<file path="src/rtl/mdu.sv">
// mdu: multiply/divide unit with architectural HI/LO registers.
//
// Multiplies and divides capture their operands on issue, hold busy for a
// fixed number of cycles timed by a down-counter, and write HI/LO on the
// edge that takes the FSM back to idle. mthi/mtlo write HI/LO directly on
// issue; mfhi/mflo read them combinationally through rdata.
//
// Build option: define MDU_DIV_EN to include div/divu. Without it the DIV
// state and divider are absent and funct 011010/011011 decode as no-ops.
//
// Ports:
//   clk    in   rising-edge clock
//   rst_n  in   asynchronous active-low reset
//   isR    in   instruction is R-type
//   en     in   instruction valid and allowed to issue
//   funct  in   R-type function field
//   a, b   in   rs / rt operands
//   ismd   out  recognised MDU funct present (isR=1)
//   busy   out  multiply or divide in progress
//   stall  out  pipeline must hold the current MDU instruction
//   rdata  out  HI for mfhi, LO for mflo, zero otherwise
//   hi, lo out  architectural HI and LO
//
// state  | meaning
// S_IDLE | no operation in flight; instructions may issue
// S_MUL  | mult/multu counting down; HI/LO written at terminal count
// S_DIV  | div/divu counting down; HI/LO written at terminal count

module mdu #(
   parameter int WIDTH       = 32,
   parameter int MULT_CYCLES = 5,
   parameter int DIV_CYCLES  = 10
) (
   input  logic             clk,
   input  logic             rst_n,
   input  logic             isR,
   input  logic             en,
   input  logic [5:0]       funct,
   input  logic [WIDTH-1:0] a,
   input  logic [WIDTH-1:0] b,
   output logic             ismd,
   output logic             busy,
   output logic             stall,
   output logic [WIDTH-1:0] rdata,
   output logic [WIDTH-1:0] hi,
   output logic [WIDTH-1:0] lo
);

   localparam logic [5:0] F_MFHI  = 6'b010000;
   localparam logic [5:0] F_MTHI  = 6'b010001;
   localparam logic [5:0] F_MFLO  = 6'b010010;
   localparam logic [5:0] F_MTLO  = 6'b010011;
   localparam logic [5:0] F_MULT  = 6'b011000;
   localparam logic [5:0] F_MULTU = 6'b011001;
   localparam logic [5:0] F_DIV   = 6'b011010;
   localparam logic [5:0] F_DIVU  = 6'b011011;

   localparam logic [5:0] MUL_LOAD = 6'(MULT_CYCLES);
   localparam logic [5:0] DIV_LOAD = 6'(DIV_CYCLES);

`ifdef MDU_DIV_EN
   typedef enum logic [1:0] {S_IDLE = 2'd0, S_MUL = 2'd1, S_DIV = 2'd2} state_t;
`else
   typedef enum logic [1:0] {S_IDLE = 2'd0, S_MUL = 2'd1} state_t;
`endif

   state_t           state_q, state_d;
   logic [5:0]       cnt_q, cnt_d;
   logic [WIDTH-1:0] a_q, a_d, b_q, b_d;
   logic             sgn_q, sgn_d;
   logic [WIDTH-1:0] hi_q, hi_d, lo_q, lo_d;

   logic f_mult, f_multu, f_div, f_divu, f_mfhi, f_mthi, f_mflo, f_mtlo;
   logic issue, start_long;

   logic [2*WIDTH-1:0] ext_a, ext_b, prod;
   logic [WIDTH-1:0]   res_hi, res_lo;

   always_comb begin
      f_mult  = (funct == F_MULT);
      f_multu = (funct == F_MULTU);
      f_mfhi  = (funct == F_MFHI);
      f_mthi  = (funct == F_MTHI);
      f_mflo  = (funct == F_MFLO);
      f_mtlo  = (funct == F_MTLO);
`ifdef MDU_DIV_EN
      f_div   = (funct == F_DIV);
      f_divu  = (funct == F_DIVU);
`else
      f_div   = 1'b0;
      f_divu  = 1'b0;
`endif
      ismd  = isR & (f_mult | f_multu | f_div | f_divu | f_mfhi | f_mthi | f_mflo | f_mtlo);
      busy  = (state_q != S_IDLE);
      stall = en & ismd & busy;
      issue = en & ismd & ~busy;
      start_long = issue & (f_mult | f_multu | f_div | f_divu);
      if (isR & f_mfhi)
         rdata = hi_q;
      else if (isR & f_mflo)
         rdata = lo_q;
      else
         rdata = '0;
   end

   // Zero- or sign-extend to 2*WIDTH; the low 2*WIDTH bits of the product
   // are then correct for both signed and unsigned operands.
   always_comb begin
      ext_a  = {{WIDTH{sgn_q & a_q[WIDTH-1]}}, a_q};
      ext_b  = {{WIDTH{sgn_q & b_q[WIDTH-1]}}, b_q};
      prod   = ext_a * ext_b;
      res_hi = prod[2*WIDTH-1:WIDTH];
      res_lo = prod[WIDTH-1:0];
   end

`ifdef MDU_DIV_EN
   logic             neg_a, neg_b;
   logic [WIDTH-1:0] mag_a, mag_b, uq, ur, quo, rem;

   // Divide on magnitudes and restore signs. The most negative dividend has
   // magnitude 2^(WIDTH-1), which still fits unsigned, so MIN / -1 falls out
   // as quotient MIN, remainder 0 without a special case.
   always_comb begin
      neg_a = sgn_q & a_q[WIDTH-1];
      neg_b = sgn_q & b_q[WIDTH-1];
      mag_a = neg_a ? -a_q : a_q;
      mag_b = neg_b ? -b_q : b_q;
      uq    = '0;
      ur    = '0;
      if (b_q == '0) begin
         quo = '1;
         rem = a_q;
      end else begin
         uq  = mag_a / mag_b;
         ur  = mag_a % mag_b;
         quo = (neg_a ^ neg_b) ? -uq : uq;
         rem = neg_a ? -ur : ur;
      end
   end
`endif

   always_comb begin
      state_d = state_q;
      cnt_d   = cnt_q;
      a_d     = a_q;
      b_d     = b_q;
      sgn_d   = sgn_q;
      hi_d    = hi_q;
      lo_d    = lo_q;
      case (state_q)
         S_IDLE: begin
            if (start_long) begin
               a_d     = a;
               b_d     = b;
               sgn_d   = f_mult | f_div;
               cnt_d   = (f_mult | f_multu) ? MUL_LOAD : DIV_LOAD;
               state_d = (f_mult | f_multu) ? S_MUL : state_t'(2'd2);
            end
            if (issue & f_mthi) hi_d = a;
            if (issue & f_mtlo) lo_d = a;
         end
         default: begin
            cnt_d = cnt_q - 6'd1;
            if (cnt_q == 6'd1) begin
               state_d = S_IDLE;
`ifdef MDU_DIV_EN
               if (state_q == S_DIV) begin
                  hi_d = rem;
                  lo_d = quo;
               end else begin
                  hi_d = res_hi;
                  lo_d = res_lo;
               end
`else
               hi_d = res_hi;
               lo_d = res_lo;
`endif
            end
         end
      endcase
   end

   always_ff @(posedge clk or negedge rst_n) begin
      if (!rst_n) begin
         state_q <= S_IDLE;
         cnt_q   <= '0;
         a_q     <= '0;
         b_q     <= '0;
         sgn_q   <= 1'b0;
         hi_q    <= '0;
         lo_q    <= '0;
      end else begin
         state_q <= state_d;
         cnt_q   <= cnt_d;
         a_q     <= a_d;
         b_q     <= b_d;
         sgn_q   <= sgn_d;
         hi_q    <= hi_d;
         lo_q    <= lo_d;
      end
   end

   assign hi = hi_q;
   assign lo = lo_q;

endmodule

</file>
<file path="config.mk">
export PLATFORM = sky130hd
export DESIGN_NAME = mdu
export DESIGN_NICKNAME = d
export VERILOG_FILES = /design/src/rtl/mdu.sv
export SDC_FILE = /design/constraint.sdc
export NUM_CORES = 2
export LEC_CHECK = 0
export CAP_MARGIN = 20
export CORE_UTILIZATION = 59
export DETAILED_ROUTE_END_ITERATION = 8
export PLACE_DENSITY_LB_ADDON = 0.2
export SETUP_SLACK_MARGIN = 0.05
export SLEW_MARGIN = 20
export SYNTH_ARGS = -nofsm -noshare
export SYNTH_HDL_FRONTEND = slang
export SYNTH_SLANG_ARGS = --single-unit
</file>
<file path="constraint.sdc">
create_clock -name clk -period 7.1 [get_ports clk]
set_input_delay 1.42 -clock clk [delete_from_list [all_inputs] [get_ports clk]]
set_output_delay 1.42 -clock clk [all_outputs]
set_load 0.02 [all_outputs]
</file>
==> flow_summary_export.csv <==
group,metric,value,unit
finish,final_core_util,73.4,%
floorplanning,dieArea,76100,µm²
setup_path,max_stage_delay,640,ps
setup_path,cp-end-kind,"flop",
global_routing,overflow,0,
yosys,ys_warn_count,0,
yosys,synth_top_area_share,50.9,%
setup_path,worstPathMaxFanout,5,
min_path,hold_path.class,"flop to flop",
timing,finalHoldViolCount,0,
timing,fin_ws,-635,ps
timing,clock_skew,19.3,ps
yosys,synth_area_leader_cell,"fa_1",
yosys,synth.area.top_cells,"fa_1, inv_1, nand2_1",
timing,period_minus_slack,7740,ps
place,port_buffers,172,
yosys,ys_ff_latch,137,
finish,n_fill_cell,5216,
finish,final_common_cell,"fa_1",
global_routing,grt_usage,36.9,%
timing,setup_viol,44,
pwr,ir_worst_vdd,0.359,mV
setup_path,crit_path_start_kind,"flop",
setup_path,timing.rr.end,"hi[27]",
yosys,synth.distinct_cells,76,
clocking,clockBufferDepth,2,
timing,slew_violations,0,
routing,drtIter0Drc,3022,
global_routing,antenna_found_initial,6,
floorplanning,die_height,276,µm
floorplanning,io-pin-count,173,
timing,tightestPinTransition,1070,ps
clocking,clock-sinks,137,
timing,fmax,129,MHz
routing,antenna_left,0,
floorplanning,start_util,59.6,%
routing,drc,8,
job,drv_cap,0,
floorplanning,num_rows,100,
floorplanning,coreArea,74300,µm²
finish,drive_gt1_share,18.7,%
timing,fin_setup_tns,-17800,ps
setup_path,reg2reg_depth,28,
timing,relSlewSlack,28.4,%
status,violations,"DRC, setup timing",
clocking,ctsHoldBuffers,0,
yosys,synth_area_per_cell,9.03,µm²
place,placed_area,51000,µm²
routing,via_count,36000,
clocking,h-tree-depth,4,
yosys,syn_inst,4903,
min_path,hold_start,"cnt_q[5]",
yosys,synth.cell_area,44300,µm²
min_path,worstHoldPathCells,1,
finish,nNetsFinal,6817,
clocking,cts_tree,"done",
setup_path,cpMaxStageDelayCell,"fa_2",
place,gp_congestion,0.929,
finish,design_area,54500,µm²
clocking,cts_buffers,17,
routing,wl_per_cell,21.9,µm
yosys,syn-num-nets,6316,
routing,viasPerCell,5.63,
timing,whs,517,ps
global_routing,grt_pass1_wl,211000,µm
setup_path,worst-setup-path-type,"flop to flop",
setup_path,regToRegSetupSlack,-640,ps
timing,post-route-period-util,109,%
pwr,leakage,0.0271,µW
clocking,cts-root-buf,"clkbuf_16",
global_routing,grt_max_degree,84,
setup_path,r2r-start,"b_q[2]",
setup_path,crit_required,7490,ps
routing,drt_first_pass_iters,8,
yosys,synth_edf_count,0,
yosys,synth_flop_cell,"dfrtp_1",
setup_path,cp_data_arrival_time,8120,ps
global_routing,grt_pass1_vias,38900,
status,status,"finished with violations",
setup_path,crit_top_cell,"fa_1",
clocking,clk_pin_slew,80,ps
pwr,powerDensity,246,nW/µm²
finish,area_growth,23.2,%
min_path,hold_end,"cnt_q[5]",
routing,drt_wl_total,140000,µm
clocking,clk_latency,500,ps
floorplanning,dieWidth,276,µm
timing,rsz0062_at_grt,"true",
yosys,async_flop_share,100,%
place,dp_hpwl,109000,µm
yosys,seq_area_frac_synth,7.75,%
finish,layout_common_cells,"fa_1, inv_1, nand2_1, buf_4, and2_1",
through the flow:
stage | power [µW] | setup WS, ps | instances
2_1_floorplan | 6290 | -312 | 4903
3_3_place_gp | 9980 | -676 | 6261
3_5_place_dp | 10100 | -738 | 6261
4_1_cts | 11900 | -492 | 6320
5_1_grt | 14300 | -857 | 6388
6_report | 13400 | -635 | 6389
flip-flops by register name, summed over array words and instances (netlist names):
| signal | cells |
|---|---|
| a_q | 32 |
| lo | 32 |
| sgn_q | 1 |
| hi | 32 |
| state_q | 2 |
| b_q | 32 |
| cnt_q | 6 |
cells in the mapped netlist, types with 36 or more instances:
library cell  number
fa_1            1125
inv_1           1127
o21ai_0           36
ha_1             214
dfrtp_1          137
and2_1           349
a21oi_1           79
nand2_1         1000
mux2i_1           36
xnor2_1           45
a31oi_1           45
clkbuf_1         265
nor2_1           147
layer usage:
metal  vias to the layer above  part of all wire, %  wire [µm]  track usage [%]
met5                         -                0.030         42                0
met4                         6                  8.0      11200             22.6
met3                       564                  8.3      11700             6.75
met2                      1710                   49      68200             61.0
met1                     18500                   35      48500             45.2
li1                      15200                    -          -                -
worst max path at each step:
stage	start	end	slack [ps]	cells after the start
finish	b_q[2]	hi[27]	-640	28
global route	a_q[19]	hi[15]	-860	28
CTS	b_q[2]	hi[27]	-490	28
detailed placement	a_q[24]	hi[28]	-740	25
global placement	a_q[24]	hi[28]	-680	27
floorplan	a_q[31]	hi[30]	-310	29
cell type report:
cell class              count  area (µm²)  area share, %
clock inverters            14         150          0.275
well taps                 969        1210           2.22
clock buffers              18         429          0.787
inverters                1127        4250           7.79
multi-input cells        3352       37300           68.4
diodes                      3        7.51         0.0138
flip-flops and latches    137        3450           6.33
repair buffers            769        7760           14.2
kinds of logic (layout without fill, tap and decap cells):
group	count (synthesis)	after routing	synth area share (%)
adders and majority gates	1339	1339	56.9
muxes	39	39	0.890
buffers and inverters	1414	1928	12.2
and+or+nand+nor	1617	1617	16.4
other	0	3	0
xor gates and xnor gates	73	73	1.44
AOI/OAI and AO/OA	284	284	4.33
DFF	137	137	7.75
repair_timing:
| item | 4_1_cts | 5_1_grt |
|---|---|---|
| setup buffers | 30 | 67 |
| hold endpoints to repair | 0 | 0 |
| pin swaps | 133 | 237 |
| gates cloned | 2 | 10 |
| gates resized for setup | 194 | 281 |
| endpoints found under the setup margin | 46 | 47 |
critical path, delay by kind of cell (launching register included):
kind            cells  cell delay (ps)
fa+ha+maj           9             4420
compound gates      5             1170
flops               1              470
buf+inv            11             1070
simple gates        3              480
report_power, final:
group | switching (µW) | leakage [µW] | internal [µW]
Sequential | 246 | 0.00159 | 963
Clock | 467 | 0.000282 | 497
Combinational | 6340 | 0.0252 | 4900
Total | 7050 | 0.0271 | 6360
Note: power is estimated with default switching activity, not from simulation.
